--- config.mk ---
export PLATFORM = sky130hd
export DESIGN_NAME = rr_merge2
export DESIGN_NICKNAME = d
export VERILOG_FILES = /design/src/rtl/rr_merge2.sv
export SDC_FILE = /design/constraint.sdc
export NUM_CORES = 1
export LEC_CHECK = 0
export ABC_AREA = 1
export BUFFER_PORTS_ARGS = -buffer_cell sky130_fd_sc_hd__buf_2
export CORE_ASPECT_RATIO = 0.6
export CORE_UTILIZATION = 45
export CTS_CLUSTER_SIZE = 20
export DETAILED_ROUTE_END_ITERATION = 10
export HOLD_SLACK_MARGIN = 0.03
export PLACE_DENSITY = 0.75
export SLEW_MARGIN = 15
export SYNTH_ARGS = -nofsm -noshare
export SYNTH_HDL_FRONTEND = slang
export SYNTH_SLANG_ARGS = --single-unit
export TNS_END_PERCENT = 50
--- constraint.sdc ---
create_clock -name clk -period 1.28 [get_ports clk]
set_clock_uncertainty 0.15 [all_clocks]
set_input_delay 0.128 -clock clk [delete_from_list [all_inputs] [get_ports clk]]
set_output_delay 0.128 -clock clk [all_outputs]
set_load 0.1 [all_outputs]
--- src/rtl/rr_merge2.sv ---
// ============================================================================
// Module   : rr_merge2
// Function : two-input round-robin stream merger with one registered slot
//            and a per-input accept counter for each channel.
// Revision : 1.0
// ============================================================================
`default_nettype none

module rr_merge2 #(
    parameter int DW   = 8,
    parameter int CNTW = 8
) (
    input  logic            clk,
    input  logic            rst_n,
    input  logic            in0_valid,
    output logic            in0_ready,
    input  logic [DW-1:0]   in0_data,
    input  logic            in1_valid,
    output logic            in1_ready,
    input  logic [DW-1:0]   in1_data,
    output logic            out_valid,
    input  logic            out_ready,
    output logic [DW-1:0]   out_data,
    output logic            out_src,
    output logic [CNTW-1:0] cnt0,
    output logic [CNTW-1:0] cnt1
);

    localparam logic [0:0] c_S_EMPTY = 1'b0;
    localparam logic [0:0] c_S_FULL  = 1'b1;
    localparam logic [CNTW-1:0] c_CNT_ONE = {{(CNTW-1){1'b0}}, 1'b1};

    logic [0:0]      r_state;
    logic [0:0]      w_state_nxt;
    logic            w_load_en;
    logic            w_gnt_vld;
    logic            w_gnt_sel;
    logic            r_ptr;
    logic [DW-1:0]   r_data;
    logic            r_src;
    logic [CNTW-1:0] r_cnt0;
    logic [CNTW-1:0] r_cnt1;

    assign w_load_en = (r_state == c_S_EMPTY) | out_ready;

    // Readys are gated by rst_n so nothing is accepted while reset is held.
    always_comb begin
        w_gnt_vld = 1'b0;
        w_gnt_sel = 1'b0;
        if (rst_n && w_load_en) begin
            if (in0_valid && in1_valid) begin
                w_gnt_vld = 1'b1;
                w_gnt_sel = ~r_ptr;
            end else if (in0_valid) begin
                w_gnt_vld = 1'b1;
                w_gnt_sel = 1'b0;
            end else if (in1_valid) begin
                w_gnt_vld = 1'b1;
                w_gnt_sel = 1'b1;
            end
        end
    end

    assign in0_ready = w_gnt_vld & ~w_gnt_sel;
    assign in1_ready = w_gnt_vld &  w_gnt_sel;

    always_ff @(posedge clk or negedge rst_n) begin
        if (!rst_n) begin
            r_state <= c_S_EMPTY;
        end else begin
            r_state <= w_state_nxt;
        end
    end

    always_comb begin
        w_state_nxt = r_state;
        if (w_gnt_vld) begin
            w_state_nxt = c_S_FULL;
        end else if ((r_state == c_S_FULL) && out_ready) begin
            w_state_nxt = c_S_EMPTY;
        end
    end

    always_comb begin
        out_valid = (r_state == c_S_FULL);
    end

    // A granted input is always valid, so the grant itself marks the accept.
    always_ff @(posedge clk or negedge rst_n) begin
        if (!rst_n) begin
            r_ptr  <= 1'b1;
            r_data <= '0;
            r_src  <= 1'b0;
            r_cnt0 <= '0;
            r_cnt1 <= '0;
        end else if (w_gnt_vld) begin
            r_ptr  <= w_gnt_sel;
            r_src  <= w_gnt_sel;
            r_data <= w_gnt_sel ? in1_data : in0_data;
            if (w_gnt_sel) begin
                r_cnt1 <= r_cnt1 + c_CNT_ONE;
            end else begin
                r_cnt0 <= r_cnt0 + c_CNT_ONE;
            end
        end
    end

    assign out_data = r_data;
    assign out_src  = r_src;
    assign cnt0     = r_cnt0;
    assign cnt1     = r_cnt1;

endmodule

`default_nettype wire
==> results of run 1 <==
report_power, final:
part / leakage [nW] / internal, mW / total, mW / switching (mW)
logic: 1.05 / 1.42 / 3.91 / 2.49
registers: 0.325 / 1.11 / 1.51 / 0.400
clock network: 0.0228 / 0.225 / 0.524 / 0.299
synthesized netlist by cell type:
master    count  area (µm²)
nand4_4       1        21.3
xor2_2        1        16.3
nand3b_1      4        30.0
nor2_1        8        30.0
nand3_4       1        17.5
buf_4         2        15.0
nand4_1       1        6.26
nand2_4       2        22.5
dfstp_2       1        26.3
inv_1        12        45.0
nand3_1      19        95.1
nand3_2       1        10.0
clkinv_1      1        3.75
buf_6         1        11.3
nor2_4        3        33.8
ha_1          2        25.0
dfrtp_1      26         651
buf_12        1        20.0
nand2_2       3        18.8
nor2_8        1        20.0
xor2_1        4        35.0
o21ai_0       3        15.0
nand2_1      83         312
through the flow:
step | setup WS, ps | util [%] | TNS, ps
2_1_floorplan | -476 | - | -9130
3_3_place_gp | -153 | 80.6 | -3270
3_5_place_dp | -194 | 80.6 | -4360
4_1_cts | -420 | 92.0 | -6150
5_1_grt | -621 | 96.9 | -12670
6_report | -475 | 96.9 | -11290
kinds of logic after synthesis:
logic type / after synthesis
buf+inv: 17
simple gates: 127
compound gates: 3
flops: 27
xor+xnor: 5
fa+ha+maj: 2
final timing paths:
check,end,slack (ps)
min reg2reg,cnt0[5],470
min in group clk,out_valid,150
max in group asynchronous,out_valid,470
max,in0_ready,-470
max reg2reg,out_data[7],-440
min,cnt0[5],-220
final cells by class:
class	instances	area [µm²]
clock buffers	4	45.0
inverters	13	48.8
multi-input cells	137	821
well taps	42	52.6
fillers	53	93.8
repair buffers	102	1240
flip-flops and latches	27	701
flip-flops by register name, indices dropped and copies added, names as in the netlist:
signal and cells:
cnt0 8, cnt1 8, out_data 8, out_src 1, out_valid 1, r_ptr 1
cells in the final DEF, fill, tap and decap left out, drive strengths merged:
master / instances
xor2: 5
o21ai: 3
dfstp: 1
nor2: 12
nand3b: 4
dfrtp: 26
dlygate4sd3: 17
nand4: 2
nand2: 88
clkinv: 1
buf: 84
nand3: 21
inv: 12
ha: 2
clkbuf: 5
critical path, cell delays in order, from the launching register on:
cell     delay, ps
dfrtp_4        500
nand2_4        100
nand2_4         80
nor2_4         180
buf_12         130
nor2_8          30
buf_12         160
layer usage:
metal	track usage (%)	vias up
li1	-	767
met1	48.4	937
met2	71.5	285
met3	10.1	117
met4	30.8	0
met5	0	-
timing repair:
| item | 4_1_cts | 5_1_grt |
|---|---|---|
| pin swaps | 8 | 7 |
| gates resized for setup | 21 | 32 |
| hold endpoints to repair | 35 | 23 |
| gates cloned | 0 | 1 |
| setup buffers | 6 | 5 |
| endpoints found under the setup margin | 37 | 40 |
==> flow_summary.json, run 1 <==
{
  "grtUsageTotal_pct": 41.7,
  "vias": 2106,
  "cp.required_ps": 1000,
  "routed.top_layer": "met4",
  "failed_checks": "hold timing, setup timing",
  "cts_buffers": 3,
  "worstSetupPathType": "reg -> out",
  "coreArea_um2": 3000,
  "synth_seq_cells": 27,
  "critPathLaunchType": "flip-flop",
  "postPlaceCellArea_um2": 2420,
  "num_io_pins": 49,
  "grt_pass1_vias": 1942,
  "route.detailed.drc": 0,
  "cts_tree": "done",
  "slew_headroom_pct": 77.3,
  "clkLatencyLatePin_ps": 290,
  "critPathCaptureType": "output port",
  "drtPass1Iterations": 6,
  "vias_per_cell": 6.48,
  "synth_compound_gate_area_share_pct": 1.01,
  "row_count": 15,
  "die_y_um": 46.4,
  "status": "complete, but fails checks",
  "dp_hpwl_um": 3280,
  "syn_nets": 204,
  "dp_cells": 295,
  "clock_path_buffers": 2,
  "p_leak_nw": 1.39,
  "layout.cells.non_filler": 325,
  "portBuffers": 48,
  "nNetsFinal": 307,
  "fp.dieW_um": 76.0,
  "hold_viol": 23,
  "r2r_start": "out_valid",
  "wire_per_inst_um": 26.4,
  "drive_gt1_share_pct": 47.7,
  "maxCapViolCount": 0,
  "worstRegToRegCells": 6,
  "max_freq_ghz": 0.570,
  "postLayoutCellArea_um2": 2910,
  "avgSynthCellArea_um2": 8.18,
  "drt_iter0_drc": 372,
  "cts_sinks": 27,
  "rsz0062_at_grt": "true",
  "wl_met2_um": 3520,
  "detail-route-antenna-nets": 0,
  "seq_area_frac_synth_pct": 45.7,
  "synth-adder-area-share_pct": 1.69,
  "worst_pin_slew_ps": 339,
  "power_density_nw_per_um2": 2040,
  "hold_path_class": "in -> async",
  "period_share_pct": 137,
  "whs_ps": -219,
  "grt_max_degree": 24,
  "start_util_pct": 49.3,
  "layout_setup_ws_ps": -475,
  "wl_met3_um": 1340,
  "cp_data_arrival_time_ps": 1480,
  "wl_met1_um": 2730,
  "ys_warn_count": 0,
  "critPathMaxFanout": 4,
  "h-tree-depth": 1,
  "die_area_um2": 3530,
  "critPathLaunch": "out_valid",
  "netlist-cell-type-count": 23,
  "root_buffer": "clkbuf_8",
  "antenna_cells": 0,
  "antenna_found_initial": 0,
  "synthCells": 181,
  "overflow": 0,
  "synth_top_family_by_area": "simple AND/OR/NAND/NOR gates",
  "fin_crit_ps": 1750,
  "fin_total_pwr_mw": 5.94,
  "routed_wl_um": 8580,
  "clk_pin_slew_worst_paths_ps": 100,
  "synth-xor-area-share_pct": 3.47,
  "synth_area_um2": 1480,
  "setup_viol": 41,
  "synth_simple_gate_area_share_pct": 41.7,
  "final_max_slew_viol_count": 0,
  "area_delta_synth_final_pct": 96.5,
  "place_congestion": 0.765,
  "vdd_drop_max_mv": 1.50,
  "synth_mux_area_share_pct": 0,
  "postCtsHoldBufs": 17,
  "grt_pass1_wl_um": 10400
}
Note: power is estimated with default switching activity, not from simulation.
==> inputs of run 2 (changes only) <==
--- a/config.mk
+++ b/config.mk
@@ -5,14 +5,13 @@
 export SDC_FILE = /design/constraint.sdc
 export NUM_CORES = 1
 export LEC_CHECK = 0
-export ABC_AREA = 1
 export BUFFER_PORTS_ARGS = -buffer_cell sky130_fd_sc_hd__buf_2
 export CORE_ASPECT_RATIO = 0.6
-export CORE_UTILIZATION = 45
+export CORE_UTILIZATION = 42
 export CTS_CLUSTER_SIZE = 20
 export DETAILED_ROUTE_END_ITERATION = 10
 export HOLD_SLACK_MARGIN = 0.03
-export PLACE_DENSITY = 0.75
+export PLACE_DENSITY = 0.74
 export SLEW_MARGIN = 15
 export SYNTH_ARGS = -nofsm -noshare
 export SYNTH_HDL_FRONTEND = slang
==> run 2 against run 1 <==
Effect of this change: the flow now stops in global routing; synthesized area decreased by 21%; synthesized cell count decreased by 50%.
==> flow_summary.json, run 2 <==
{
  "start_util_pct": 45.4,
  "avgSynthCellArea_um2": 12.9,
  "ys_warn_count": 0,
  "synth_area_um2": 1170,
  "worstEndpointGrtRepair": "in0_ready",
  "yosys.area.top_type": "dfrtp_1",
  "cts_sinks": 27,
  "synth_edf_count": 0,
  "yosysMostFrequentCell": "dfrtp_1",
  "dp_hpwl_um": 2830,
  "clock_path_buffers": 2,
  "fp.dieW_um": 70.1,
  "synth_seq_cells": 27,
  "firstError": "[ERROR DPL-0033] detailed placement checks failed during check placement.",
  "h-tree-depth": 1,
  "pre_cts_ws_ps": -371,
  "status": "aborted with a tool error",
  "seq_area_frac_synth_pct": 57.9,
  "grt_max_degree": 21,
  "portBuffers": 48,
  "die_y_um": 42.9,
  "netlist-cell-type-count": 19,
  "num_io_pins": 49,
  "cts_buffers": 3,
  "ys_async_sr_fraction_pct": 100,
  "synth_ff_type": "dfrtp_1",
  "synth_area_leaders": "dfrtp_1 56%, xnor2_1 8.2%, a222oi_1 6.8%",
  "synthCells": 91,
  "yosysTopAreaCellShare_pct": 55.6,
  "failing_step": "global routing",
  "synth_common_cells": "26 x dfrtp_1, 11 x xnor2_1, 9 x inv_1, 9 x nand4_1, 8 x a222oi_1",
  "worstEpCategory": "primary output",
  "antenna_found_initial": 1,
  "row_count": 14,
  "syn_nets": 114,
  "root_buffer": "clkbuf_8",
  "place_congestion": 0.813
}
==> run 2: changes by cell type after synthesis, sizes merged, moves of 2 or more <==
cell / delta
nand3b: -4
o21ai: -3
inv: -3
nor2: -10
xnor2: +11
and3: +4
a222oi: +8
mux2: +2
nand2: -84
xor2: -2
and4: +2
nand4: +7
nand3: -21
==> run 2: timing repair <==
item / in CTS
buffers inserted: 8
endpoints found under the setup margin: 37
gates resized for setup: 16
pin swaps: 13
hold buffers: 17
endpoints found under the hold margin: 35
==> run 2: logic make-up after synthesis <==
kind of cell	after synthesis	share of synthesized area, %
buf+inv	13	6.74
compound gates	11	9.09
xor+xnor	14	10.5
mux	2	1.92
flops	27	57.9
fa+ha+maj	2	2.14
simple gates	22	11.8
==> run 2: stage by stage <==
step	area [µm²]	cells
after detailed placement	2080	192
after CTS	2450	221
after floorplan	1220	91
after global placement	2080	192
==> inputs of run 3 (changes only) <==
--- a/config.mk
+++ b/config.mk
@@ -6,12 +6,10 @@
 export NUM_CORES = 1
 export LEC_CHECK = 0
 export BUFFER_PORTS_ARGS = -buffer_cell sky130_fd_sc_hd__buf_2
-export CORE_ASPECT_RATIO = 0.6
-export CORE_UTILIZATION = 42
-export CTS_CLUSTER_SIZE = 20
+export CORE_AREA = 2 2 63 65
 export DETAILED_ROUTE_END_ITERATION = 10
-export HOLD_SLACK_MARGIN = 0.03
-export PLACE_DENSITY = 0.74
+export DIE_AREA = 0 0 65 67
+export PLACE_DENSITY_LB_ADDON = 0.15
 export SLEW_MARGIN = 15
 export SYNTH_ARGS = -nofsm -noshare
 export SYNTH_HDL_FRONTEND = slang
==> constraint.sdc (replaced) <==
create_clock -name clk -period 1.7 [get_ports clk]
set_clock_uncertainty 0.15 [all_clocks]
set_input_delay 0.17 -clock clk [delete_from_list [all_inputs] [get_ports clk]]
set_output_delay 0.17 -clock clk [all_outputs]
set_load 0.1 [all_outputs]
==> run 3 against run 2 <==
Effect of this change: the flow now finishes, with violations (setup timing); synthesized cell count stayed put; synthesized area stayed put.
==> flow_summary.json, run 3 <==
{
  "grt_pass1_wl_um": 4350,
  "cp_data_arrival_time_ps": 1380,
  "wire_per_inst_um": 13.2,
  "critPathCaptureType": "output port",
  "route.detailed.drc": 0,
  "fin_total_pwr_mw": 3.11,
  "vias_per_cell": 4.61,
  "cts_sinks": 27,
  "worstSetupPathType": "reg -> out",
  "synth_ff_type": "dfrtp_1",
  "synth_edf_count": 0,
  "grtUsageTotal_pct": 13.4,
  "critPathLaunchType": "flip-flop",
  "multiInputGateArea_um2": 433,
  "vdd_drop_max_mv": 0.961,
  "hold_path_class": "in -> reg",
  "switching_share_pct": 57.1,
  "period_share_pct": 100,
  "yosysTopAreaCellShare_pct": 55.6,
  "cts_buffers": 3,
  "synth_common_cells": "26 x dfrtp_1, 11 x xnor2_1, 9 x inv_1, 9 x nand4_1, 8 x a222oi_1",
  "num_io_pins": 49,
  "switchingPower_mw": 1.78,
  "clk_pin_slew_worst_paths_ps": 90,
  "seq_power_share_pct": 32.5,
  "hold_viol": 0,
  "holdPathStages": 3,
  "worstRegToRegCells": 4,
  "fin_crit_ps": 1700,
  "nFillCells": 328,
  "maxCapViolCount": 0,
  "start_util_pct": 32.4,
  "combPwrFrac_pct": 56.0,
  "syn_nets": 114,
  "drtPass1Iterations": 5,
  "detail-route-antenna-nets": 0,
  "ff_latch_area_um2": 693,
  "final_common_cell": "buf_2",
  "rsz0062_at_grt": "true",
  "postPlaceCellArea_um2": 1520,
  "r2r_slack_ps": 70,
  "dp_hpwl_um": 1840,
  "final_max_slew_viol_count": 0,
  "layout_setup_ws_ps": -2.23,
  "holdPathEnd": "out_data[1]",
  "yosysMostFrequentCell": "dfrtp_1",
  "fp.dieW_um": 65,
  "layout.cells.non_filler": 216,
  "dp_cells": 187,
  "grt_pass1_vias": 943,
  "cts_tree": "done",
  "ys_warn_count": 0,
  "reg2reg_to": "cnt1[1]",
  "status": "complete, but fails checks",
  "overflow": 0,
  "setup_viol": 1,
  "nNetsFinal": 192,
  "antenna_cells": 0,
  "avgSynthCellArea_um2": 12.9,
  "portBuffers": 48,
  "p_leak_nw": 0.954,
  "layout.cells.most_common_list": "46 x buf_2, 16 x dlygate4sd3_1, 15 x dfrtp_1",
  "max_freq_ghz": 0.587,
  "min_from": "in1_data[1]",
  "clock_path_buffers": 2,
  "die_y_um": 67,
  "slew_headroom_pct": 67.5,
  "drt_iter0_drc": 52,
  "netlist-cell-type-count": 19,
  "synth_area_um2": 1170,
  "synthCells": 91,
  "row_count": 22,
  "seq_area_frac_synth_pct": 57.9,
  "h-tree-depth": 1,
  "worst_pin_slew_ps": 490,
  "area_delta_synth_final_pct": 56.8,
  "drive_gt1_share_pct": 50.0,
  "clkLatencyLatePin_ps": 260,
  "failed_checks": "setup timing",
  "power_density_nw_per_um2": 1700,
  "ys_async_sr_fraction_pct": 100,
  "root_buffer": "clkbuf_8",
  "antenna_found_initial": 0,
  "vias": 996,
  "synth_seq_cells": 27,
  "yosys.area.top_type": "dfrtp_1",
  "synth_area_leaders": "dfrtp_1 56%, xnor2_1 8.2%, a222oi_1 6.8%",
  "place_congestion": 0.782,
  "die_area_um2": 4360,
  "r2r_start": "out_valid",
  "cp.required_ps": 1380,
  "coreArea_um2": 3610,
  "critPathMaxFanout": 6,
  "internal-power_mw": 1.34,
  "postLayoutCellArea_um2": 1830,
  "clkPwrFrac_pct": 11.4,
  "grt_max_degree": 18,
  "routed_wl_um": 2840
}
==> run 3: stage by stage <==
step | hold WS [ps] | utilization (%) | setup WS (ps) | setup TNS [ps]
after CTS | 13.6 | 48.6 | -57.7 | -57.7
after global placement | -153 | 42.1 | 146 | 0
after detailed placement | -150 | 42.1 | 87.3 | 0
final | 30.4 | 50.9 | -2.23 | -2.23
after floorplan | -276 | - | -162 | -1060
after global routing | 28.6 | 50.9 | -64.5 | -169
==> run 3: worst max path at each step <==
stage | slack (ps) | endpoint | start
floorplan | -160 | cnt1[6] | out_valid
global placement | 150 | out_data[3] | r_ptr
detailed placement | 90 | out_data[1] | r_ptr
CTS | -60 | in0_ready | out_valid
global route | -60 | in0_ready | out_valid
finish | -2 | in0_ready | out_valid
==> run 3: what timing repair did <==
action	4_1_cts	5_1_grt
buffers inserted	2	6
resized for setup	2	3
hold buffers	16	0
hold endpoints to repair	35	0
pin swaps	1	5
setup endpoints to repair	2	5
gates cloned	0	1
==> run 3: power groups by stage <==
stage                     combinational (mW)  clock [mW]  sequential [mW]
after floorplan                        0.281           0             2.14
after global placement                  1.68           0             1.02
after detailed placement                1.69           0             1.03
after CTS                               1.73       0.375             1.01
after global routing                    1.80       0.409             1.05
final                                   1.74       0.356             1.01
==> run 3: layer usage <==
layer | routed length [µm] | GRT usage (%) | up-vias | share of wire (%)
met1 | 1290 | 16.2 | 471 | 45
met2 | 1380 | 22.8 | 35 | 49
met4 | 39 | 6.38 | 0 | 1.4
li1 | - | - | 486 | -
met3 | 136 | 2.53 | 4 | 4.8
met5 | 0 | 0 | - | 0
==> run 3: cells by family (layout without fill, tap and decap cells) <==
kind of cell / Yosys count / in the layout / share of synthesized area, %
flip-flops: 27 / 27 / 57.9
AO/OA/AOI/OAI: 11 / 11 / 9.09
multiplexers: 2 / 2 / 1.92
XOR/XNOR: 14 / 14 / 10.5
buffers and inverters: 13 / 90 / 6.74
adder cells (fa/ha/maj): 2 / 2 / 2.14
AND/OR/NAND/NOR: 22 / 22 / 11.8
==> run 3: cell type report <==
| class | count | share of cell area [%] |
|---|---|---|
| flip-flops and latches | 27 | 37.8 |
| repair buffers | 77 | 31.0 |
| multi-input cells | 51 | 23.6 |
| well taps | 48 | 3.27 |
| clock buffers | 4 | 2.46 |
| inverters | 9 | 1.84 |
==> run 3: critical path: stages (launching register included) <==
cell      delay (ps)
dfrtp_4          500
nand2b_4          90
o2111a_2         230
buf_8            130
buf_12           170
